$ cat src/rtl/mem_arbiter_pkg.sv
// Shared types for the c_mem arbiter: FSM states, grant encoding and lane-mask helper.
package mem_arbiter_pkg;

    localparam int unsigned MASK_W = 4;

    typedef enum logic [1:0] {
        ST_IDLE    = 2'd0,
        ST_ISSUE   = 2'd1,
        ST_WAIT_RD = 2'd2,
        ST_RESP    = 2'd3
    } state_t;

    typedef enum logic {
        GNT_IF = 1'b0,
        GNT_LS = 1'b1
    } grant_t;

    // Byte lanes only matter for writes; reads always present an all-zero mask.
    function automatic logic [MASK_W-1:0] issue_mask(input logic we, input logic [MASK_W-1:0] mask);
        return we ? mask : '0;
    endfunction

endpackage

$ cat src/rtl/mem_arbiter_rr_arb2.sv
// Two-way round-robin picker: a lone requester wins, on a tie the one not granted last wins.
module rr_arb2
    import mem_arbiter_pkg::*;
(
    input  logic [1:0] req,
    input  grant_t     last_grant,
    output grant_t     grant,
    output logic       any
);

    always_comb begin
        any   = |req;
        grant = GNT_IF;
        if (req == 2'b11) begin
            grant = (last_grant == GNT_IF) ? GNT_LS : GNT_IF;
        end else if (req[1]) begin
            grant = GNT_LS;
        end
    end

endmodule

$ cat src/rtl/mem_arbiter.sv
// Fetch vs load/store arbiter for the single-port c_mem: one transaction at a time,
// registered memory request, read wait with timeout, one-cycle ack to the winner.
module mem_arbiter
    import mem_arbiter_pkg::*;
#(
    parameter int unsigned ADDR_W      = 8,
    parameter int unsigned DATA_W      = 32,
    parameter int unsigned TIMEOUT_CYC = 4
) (
    input  logic              clk,
    input  logic              rst,

    input  logic              if_req,
    input  logic [ADDR_W-1:0] if_addr,
    output logic              if_ack,
    output logic [DATA_W-1:0] if_rdata,
    output logic              if_err,

    input  logic              ls_req,
    input  logic              ls_we,
    input  logic [ADDR_W-1:0] ls_addr,
    input  logic [DATA_W-1:0] ls_wdata,
    input  logic [MASK_W-1:0] ls_mask,
    output logic              ls_ack,
    output logic [DATA_W-1:0] ls_rdata,
    output logic              ls_err,

    output logic              mem_request,
    output logic              mem_we_re,
    output logic [ADDR_W-1:0] mem_address,
    output logic [DATA_W-1:0] mem_w_data,
    output logic [MASK_W-1:0] mem_masking,
    input  logic              mem_valid,
    input  logic [DATA_W-1:0] mem_r_data
);

    localparam int unsigned CNT_W = (TIMEOUT_CYC > 1) ? $clog2(TIMEOUT_CYC) : 1;

    state_t            state, state_nxt;
    grant_t            last_grant, last_grant_nxt;
    grant_t            arb_grant;
    logic              arb_any;
    logic [CNT_W-1:0]  cnt, cnt_nxt;
    logic              timeout_hit_c;

    logic              if_ack_nxt, if_err_nxt, ls_ack_nxt, ls_err_nxt;
    logic [DATA_W-1:0] if_rdata_nxt, ls_rdata_nxt;
    logic              mem_request_nxt, mem_we_re_nxt;
    logic [ADDR_W-1:0] mem_address_nxt;
    logic [DATA_W-1:0] mem_w_data_nxt;
    logic [MASK_W-1:0] mem_masking_nxt;

    rr_arb2 u_rr_arb2 (
        .req        ({ls_req, if_req}),
        .last_grant (last_grant),
        .grant      (arb_grant),
        .any        (arb_any)
    );

    assign timeout_hit_c = (cnt == CNT_W'(TIMEOUT_CYC - 1));

    always_ff @(posedge clk) begin
        if (rst) begin
            state <= ST_IDLE;
        end else begin
            state <= state_nxt;
        end
    end

    always_comb begin
        state_nxt = state;
        case (state)
            ST_IDLE:    if (arb_any) state_nxt = ST_ISSUE;
            ST_ISSUE:   state_nxt = mem_we_re ? ST_RESP : ST_WAIT_RD;
            ST_WAIT_RD: if (mem_valid || timeout_hit_c) state_nxt = ST_RESP;
            ST_RESP:    state_nxt = ST_IDLE;
            default:    state_nxt = ST_IDLE;
        endcase
    end

    // Next values of every registered output; memory fields and rdata hold unless updated.
    always_comb begin
        last_grant_nxt  = last_grant;
        cnt_nxt         = cnt;
        if_ack_nxt      = 1'b0;
        if_err_nxt      = 1'b0;
        ls_ack_nxt      = 1'b0;
        ls_err_nxt      = 1'b0;
        if_rdata_nxt    = if_rdata;
        ls_rdata_nxt    = ls_rdata;
        mem_request_nxt = 1'b0;
        mem_we_re_nxt   = mem_we_re;
        mem_address_nxt = mem_address;
        mem_w_data_nxt  = mem_w_data;
        mem_masking_nxt = mem_masking;

        case (state)
            ST_IDLE: begin
                if (arb_any) begin
                    last_grant_nxt  = arb_grant;
                    cnt_nxt         = '0;
                    mem_request_nxt = 1'b1;
                    if (arb_grant == GNT_LS) begin
                        mem_we_re_nxt   = ls_we;
                        mem_address_nxt = ls_addr;
                        mem_w_data_nxt  = ls_wdata;
                        mem_masking_nxt = issue_mask(ls_we, ls_mask);
                    end else begin
                        mem_we_re_nxt   = 1'b0;
                        mem_address_nxt = if_addr;
                        mem_w_data_nxt  = '0;
                        mem_masking_nxt = '0;
                    end
                end
            end
            ST_ISSUE: begin
                // A write commits at the close of ISSUE, so it is acked right away.
                if (mem_we_re) ls_ack_nxt = 1'b1;
            end
            ST_WAIT_RD: begin
                if (mem_valid || timeout_hit_c) begin
                    if (last_grant == GNT_LS) begin
                        ls_ack_nxt   = 1'b1;
                        ls_err_nxt   = ~mem_valid;
                        ls_rdata_nxt = mem_valid ? mem_r_data : '0;
                    end else begin
                        if_ack_nxt   = 1'b1;
                        if_err_nxt   = ~mem_valid;
                        if_rdata_nxt = mem_valid ? mem_r_data : '0;
                    end
                end else begin
                    cnt_nxt = cnt + CNT_W'(1);
                end
            end
            default: ;
        endcase
    end

    always_ff @(posedge clk) begin
        if (rst) begin
            last_grant  <= GNT_LS;
            cnt         <= '0;
            if_ack      <= 1'b0;
            if_err      <= 1'b0;
            if_rdata    <= '0;
            ls_ack      <= 1'b0;
            ls_err      <= 1'b0;
            ls_rdata    <= '0;
            mem_request <= 1'b0;
            mem_we_re   <= 1'b0;
            mem_address <= '0;
            mem_w_data  <= '0;
            mem_masking <= '0;
        end else begin
            last_grant  <= last_grant_nxt;
            cnt         <= cnt_nxt;
            if_ack      <= if_ack_nxt;
            if_err      <= if_err_nxt;
            if_rdata    <= if_rdata_nxt;
            ls_ack      <= ls_ack_nxt;
            ls_err      <= ls_err_nxt;
            ls_rdata    <= ls_rdata_nxt;
            mem_request <= mem_request_nxt;
            mem_we_re   <= mem_we_re_nxt;
            mem_address <= mem_address_nxt;
            mem_w_data  <= mem_w_data_nxt;
            mem_masking <= mem_masking_nxt;
        end
    end

endmodule

$ cat config.mk
export PLATFORM = sky130hd
export DESIGN_NAME = mem_arbiter
export DESIGN_NICKNAME = d
export VERILOG_FILES = /design/src/rtl/mem_arbiter_pkg.sv /design/src/rtl/mem_arbiter_rr_arb2.sv /design/src/rtl/mem_arbiter.sv
export SDC_FILE = /design/constraint.sdc
export NUM_CORES = 1
export LEC_CHECK = 0
export BUFFER_PORTS_ARGS = -buffer_cell sky130_fd_sc_hd__buf_2
export CAP_MARGIN = 20
export CORE_MARGIN = 3
export CORE_UTILIZATION = 43
export CTS_CLUSTER_DIAMETER = 60
export DETAILED_ROUTE_END_ITERATION = 7
export PLACE_DENSITY_LB_ADDON = 0.2
export REMOVE_ABC_BUFFERS = 1
export SLEW_MARGIN = 20
export SYNTH_ARGS = -nofsm -noshare
export SYNTH_HDL_FRONTEND = slang
export SYNTH_SLANG_ARGS = --single-unit
$ cat constraint.sdc
create_clock -name clk -period 1.5 [get_ports clk]
set_input_delay 0.075 -clock clk [delete_from_list [all_inputs] [get_ports clk]]
set_output_delay 0.075 -clock clk [all_outputs]
set_load 0.03 [all_outputs]
==> results of run 1 <==
-- cell usage after synthesis, types with 2 or more instances --
cell type	count
or3b_1	2
a21oi_1	71
buf_2	20
buf_1	6
nor2_1	43
buf_4	6
inv_1	2
dfxtp_1	119
o21ai_0	23
a311oi_1	6
a32oi_1	33
nor3b_1	2
nor3_1	3
nand4b_1	32
nand3_1	35
nand2_1	53
nand4_1	4
o21ai_1	11
clkbuf_1	25
ha_1	5
a311oi_2	2
-- worst max-delay path by stage --
stage | startpoint | end | slack [ns] | cells past startpoint
floorplan | state[0] | last_grant | -1.28 | 4
global placement | state[1] | state[0] | 0.05 | 5
detailed placement | state[1] | state[0] | -0.004 | 5
CTS | state[0] | ls_ack | 0.006 | 6
global route | state[1] | cnt[0] | -0.04 | 5
finish | state[1] | cnt[0] | 0.03 | 5
-- cell families after synthesis --
group	count (synthesis)	synth area share
AND/OR/NAND/NOR	177	0.1967
AO/OA/AOI/OAI	158	0.2188
flip-flops	119	0.5131
buffers and inverters	59	0.05794
adder cells (fa/ha/maj)	5	0.01347
-- power groups by stage --
stage,Clock (mW),Sequential [mW],Combinational [mW]
after floorplan,0,4.44,1.36
after global placement,0,3.76,3.38
after detailed placement,0,3.77,3.47
after CTS,4.02,3.71,3.66
after global routing,4.15,3.77,4.06
final,3.95,3.74,3.76
-- worst register-to-register path, delay by kind of cell (launching register included) --
| kind | cells | cell delay (ns) |
|---|---|---|
| buf+inv | 1 | 0.12 |
| simple gates | 2 | 0.59 |
| flops | 1 | 0.36 |
| compound gates | 1 | 0.15 |
| fa+ha+maj | 1 | 0.16 |
-- cell type report --
type,count,area (um2),area share
clock buffer,23,486.7,0.06639
sequential,119,2384,0.3251
inverter,2,7.507,0.001024
timing repair buffer,309,2157,0.2942
multi-input combinational,340,2031,0.2770
tap,136,170.2,0.02321
clock inverter,8,95.09,0.01297
-- what timing repair did --
| action | CTS | global route |
|---|---|---|
| hold buffers | 87 | 0 |
| cloned | 0 | 0 |
| resized for setup | 1 | 8 |
| endpoints found under the hold margin | 110 | 0 |
| setup endpoints to repair | 3 | 71 |
-- metal layers --
metal	global-route usage	part of all wire	wire, um
met2	0.4021	0.49	7219
met1	0.2928	0.40	5944
met3	0.08925	0.092	1346
met4	0.07480	0.011	162
met5	0	0.00089	13
-- sequential cells by signal (all words and copies together) (netlist names), 2 cells and up --
name	count
state	2
mem_w_data	32
cnt	2
mem_address	8
if_rdata	32
ls_rdata	32
mem_masking	4
-- through the flow --
step | util | hold slack [ns]
after detailed placement | 0.5610 | 0.3364
after global routing | 0.7038 | 0.06126
after CTS | 0.7007 | 0.01781
after global placement | 0.5610 | 0.3255
after floorplan | - | 0.1429
final | 0.7038 | 0.03648
==> out/qor.csv, run 1 <==
metric,value,unit
status,"complete, no violations",
Die ar.,0.01208,mm2
CP cell instances,inv_2 > ha_4 > or3b_4 > o2111a_1 > nor3_1,
Pwr per Cell Area,1561,mW/mm2
postcts setup bufs,0,
hold_sp,if_req,
fin nets,884,
most common flop cell mapped by yosys,dfxtp_1,
CP top delay family,simple AND/OR/NAND/NOR gates,
wire per inst,15.67,um
vias in the first global route,4889,
Hold Crit Class,input pin to register,
Core Region,0.01042,mm2
Die X,109.9,um
maximum vdd drop,0.001001,V
Iter 0 DRT Violations,312,
Filler cells,774,
DPL Wire Length,8716,um
GRT overflow,0,
sequential power share,0.326,
worst slew pin tran,0.4584,ns
"EDFF count, synth",0,
Slew headroom,0.6944,
Initial Util,0.4458,
Setup TNS,0,ns
P_sw,3.935,mW
Synth top area share,0.5131,
All-Layer GR Usage,0.2428,
"reg-to-reg slack, setup",0.03,ns
cell area after layout,0.007331,mm2
"worst slack, placed",-0.004288,ns
antenna-violating nets left,0,
Non-Filler Instances,937,
final worst setup slack,0.02591,ns
hold endpoint,cnt[1],
CTS tree,yes,
CP Capture Type,register,
# rows,37,
Syn Std Cell Area,0.004643,mm2
area growth from synthesis to layout,57.88,%
final WL,14690,um
Die Y,109.9,um
via count,5036,
clk root buf,clkbuf_8,
synth unique cells,36,
slowest CP cell,or3b_4,
I/O Buffers,203,
combinational power share,0.329,
Static Leak,3.143,nW
RePlAce Congestion,0.7753,
clk_skew,0.008662,ns
# setup viols final,0,
Max-cap violations,0,
Worst-path clk slew,0.05,ns
Clock Path Buffers,2,
Max Fanout on Critical Path,6,
reg-to-reg critical path startpoint,state[1],
CP Class,register to register,
Int Power,7.508,mW
"most common cell after layout, fill and taps aside",buf_2,
crit path time final,1.474,ns
Yosys reg bits,119,
Tot Pwr,11.44,mW
WP data required,1.91,ns
DR pass1 iterations,5,
YS warnings,0,
top area cells in the synthesized netlist,"dfxtp_1 51%, a21oi_1 7.7%, a32oi_1 6.2%",
initial antenna violation count,1,
Vias per Instance,5.375,
Skew-Pair Late Insertion Delay,0.51,ns
diode count,0,
number of cells on the worst reg-to-reg path,5,
first-pass GRT wire length,23430,um
clock buffer count from CTS,17,
largest net degree at the start of global routing,67,
Sw Share,0.3439,
Ports,204,
clock tree sinks,119,
Post-Synthesis Cells,518,
# DRC,0,
final count of pins violating max slew,0,
WP data arrival,1.89,ns
share of cells above drive strength 1,0.3358,
max incr delay on CP,0.41,ns
sequential cell area fraction in the yosys report,0.5131,
Setup crit start kind,register,
clock power share,0.345,
Synth area leader,dfxtp_1,
WP buf/inv,1,
most frequent cells in the layout,"202 x buf_2, 118 x dfxtp_1, 87 x dlygate4sd3_1",
dpl cells,819,
Crit Reg-Reg Endpoint,cnt[0],
Avg Inst Size Synth,8.964,um2
Fin. Hold Viols,0,
total number of H-tree levels,4,
ys async rst share,0,
fin crit share,0.9827,
DP Area,0.005843,mm2
Max Fclk,678.4,MHz
hold path cells,4,
(Power assumes the default switching activity.)
==> run 2, diff against run 1 <==
ABC_AREA = 1   (was not set)
==> out/qor.csv, run 2 <==
metric,value,unit
status,"complete, no violations",
main combinational cell family by area after synthesis,simple AND/OR/NAND/NOR gates,
Fin. Hold Viols,0,
initial antenna violation count,0,
WP data arrival,1.89,ns
top area cells in the synthesized netlist,"dfxtp_1 50%, nand2_1 18%, a21oi_1 12%",
YS warnings,0,
synth unique cells,22,
clk root buf,clkbuf_8,
CP Class,register to register,
share of cells above drive strength 1,0.3060,
"most used cell, CP",inv_2,
Die Y,111.1,um
Core Region,0.01056,mm2
compound-gate portion of the synthesized area,0.1285,
DR pass1 iterations,5,
clock tree sinks,119,
Simple-Gate Fraction of Synth Area,0.2691,
Pwr per Cell Area,1481,mW/mm2
Ports,204,
fin crit share,0.9659,
area growth from synthesis to layout,57.90,%
max incr delay on CP,0.34,ns
clock buffer count from CTS,17,
Clock Path Buffers,2,
CP top delay family,buffers and inverters,
largest net degree at the start of global routing,72,
Multi-input gate area,0.001994,mm2
via count,5327,
Skew-Pair Late Insertion Delay,0.51,ns
I/O Buffers,203,
cell area after layout,0.007503,mm2
Static Leak,3.579,nW
Max Fanout on Critical Path,7,
Max-cap violations,0,
diode count,0,
antenna-violating nets left,0,
# DRC,0,
first-pass GRT wire length,25190,um
maximum vdd drop,0.0009078,V
top flop regs,"if_rdata x32, ls_rdata x32, mem_w_data x32",
Hold WS,0.02365,ns
Yosys reg bits,119,
GRT overflow,0,
Die X,111.1,um
Hold Crit Class,input pin to register,
Slew headroom,0.7462,
CP cell instances,inv_2 > ha_4 > inv_2 > nor3_4 > buf_4 > clkbuf_4 > nand2_1 > a21oi_1,
Post-Synthesis Cells,629,
"most common cell after layout, fill and taps aside",nand2_1,
WP buf/inv,4,
worst slew pin tran,0.3803,ns
Worst-path clk slew,0.05,ns
WP data required,1.94,ns
DPL Wire Length,9643,um
"EDFF count, synth",0,
Filler cells,832,
# rows,37,
final worst setup slack,0.05115,ns
most frequent cells in the layout,"223 x nand2_1, 202 x buf_2, 116 x dfxtp_1",
xor/xnor cell area share of the yosys netlist,0,
Synth top area share,0.5013,
adder-cell share of the synthesized area,0.01316,
sequential cell area fraction in the yosys report,0.5013,
CTS tree,yes,
multiplexer share of the synthesized area,0,
Max Fclk,690.2,MHz
"worst slack, placed",-0.03314,ns
Post-synth top cells,"223 x nand2_1, 119 x dfxtp_1, 113 x a21oi_1",
Sequential Area,0.002386,mm2
most common flop cell mapped by yosys,dfxtp_1,
crit path time final,1.449,ns
vias in the first global route,5227,
final WL,16490,um
Setup crit start kind,register,
top-count cell post-synth,nand2_1,
RePlAce Congestion,0.8433,
CP Capture Type,register,
Iter 0 DRT Violations,410,
clk_skew,0.008781,ns
Vias per Instance,4.960,
Initial Util,0.4502,
DP Area,0.005907,mm2
total number of H-tree levels,4,
Synth area leader,dfxtp_1,
slowest CP cell,dfxtp_2,
Avg Inst Size Synth,7.555,um2
Die ar.,0.01235,mm2
final count of pins violating max slew,0,
Syn Std Cell Area,0.004752,mm2
All-Layer GR Usage,0.2487,
Setup TNS,0,ns
ys async rst share,0,
# setup viols final,0,
wire per inst,15.35,um
fin nets,1020,
==> run 2: changes by cell type after synthesis, moves of 7 or more <==
cell,before,now
nand3_1,35,47
a21oi_1,71,113
buf_6,0,7
nand2_1,53,223
a32oi_1,33,0
inv_1,2,40
o21ai_1,11,0
nor2_1,43,16
clkbuf_1,25,15
nand4b_1,32,0
o21ai_0,23,9
==> run 2: layer usage <==
metal / share of wire / up-vias / GRT usage
met5: 0 / - / 0
met4: 0.026 / 0 / 0.1103
met3: 0.095 / 36 / 0.08242
met2: 0.48 / 301 / 0.4203
met1: 0.40 / 2398 / 0.2863
li1: - / 2592 / -
==> run 2: report_power, final <==
part / total [mW] / switching (mW) / internal [mW]
registers: 3.74 / 0.237 / 3.50
logic: 3.58 / 2.20 / 1.39
clock network: 3.79 / 1.40 / 2.39
total: 11.1 / 3.83 / 7.28
==> run 2: worst min-delay path, stage by stage <==
cell,delay (ns)
buf_4,0.12
inv_1,0.18
nand2_1,0.12
==> run 2: area by class of cell <==
| type | instances | share of cell area |
|---|---|---|
| clock inverters | 9 | 0.01351 |
| multi-input cells | 425 | 0.2658 |
| repair buffers | 320 | 0.2991 |
| well taps | 136 | 0.02268 |
| flip-flops and latches | 119 | 0.3180 |
| inverters | 42 | 0.02134 |
| clock buffers | 23 | 0.05953 |
==> run 2: repair_timing <==
| action | 4_1_cts | 5_1_grt |
|---|---|---|
| buffers inserted | 0 | 3 |
| endpoints found under the setup margin | 84 | 106 |
| gates cloned | 0 | 6 |
| pin swaps | 0 | 3 |
| hold endpoints to repair | 109 | 0 |
| hold buffers | 85 | 0 |
| resized for setup | 8 | 16 |
==> run 2: per-stage QoR <==
stage | power, mW | instances | utilization
after floorplan | 5.530 | 586 | -
after global placement | 6.683 | 948 | 0.5596
after detailed placement | 6.762 | 948 | 0.5596
after CTS | 10.76 | 1065 | 0.6942
after global routing | 11.62 | 1074 | 0.7109
final | 11.11 | 1074 | 0.7109
==> run 2: final timing paths <==
check,startpoint,end,slack (ns),cells past startpoint
setup / recovery,state[0],if_rdata[19],0.05,8
hold / removal,rst,last_grant,0.02,3
setup reg to reg,state[0],if_rdata[19],0.05,8
hold reg to reg,if_rdata[1],if_rdata[1],0.46,2
==> run 2: cell families after synthesis <==
logic type                 count (synthesis)
and+or+nand+nor                          298
AOI/OAI and AO/OA                        122
DFF                                      119
buffers and inverters                     85
adders and majority gates                  5
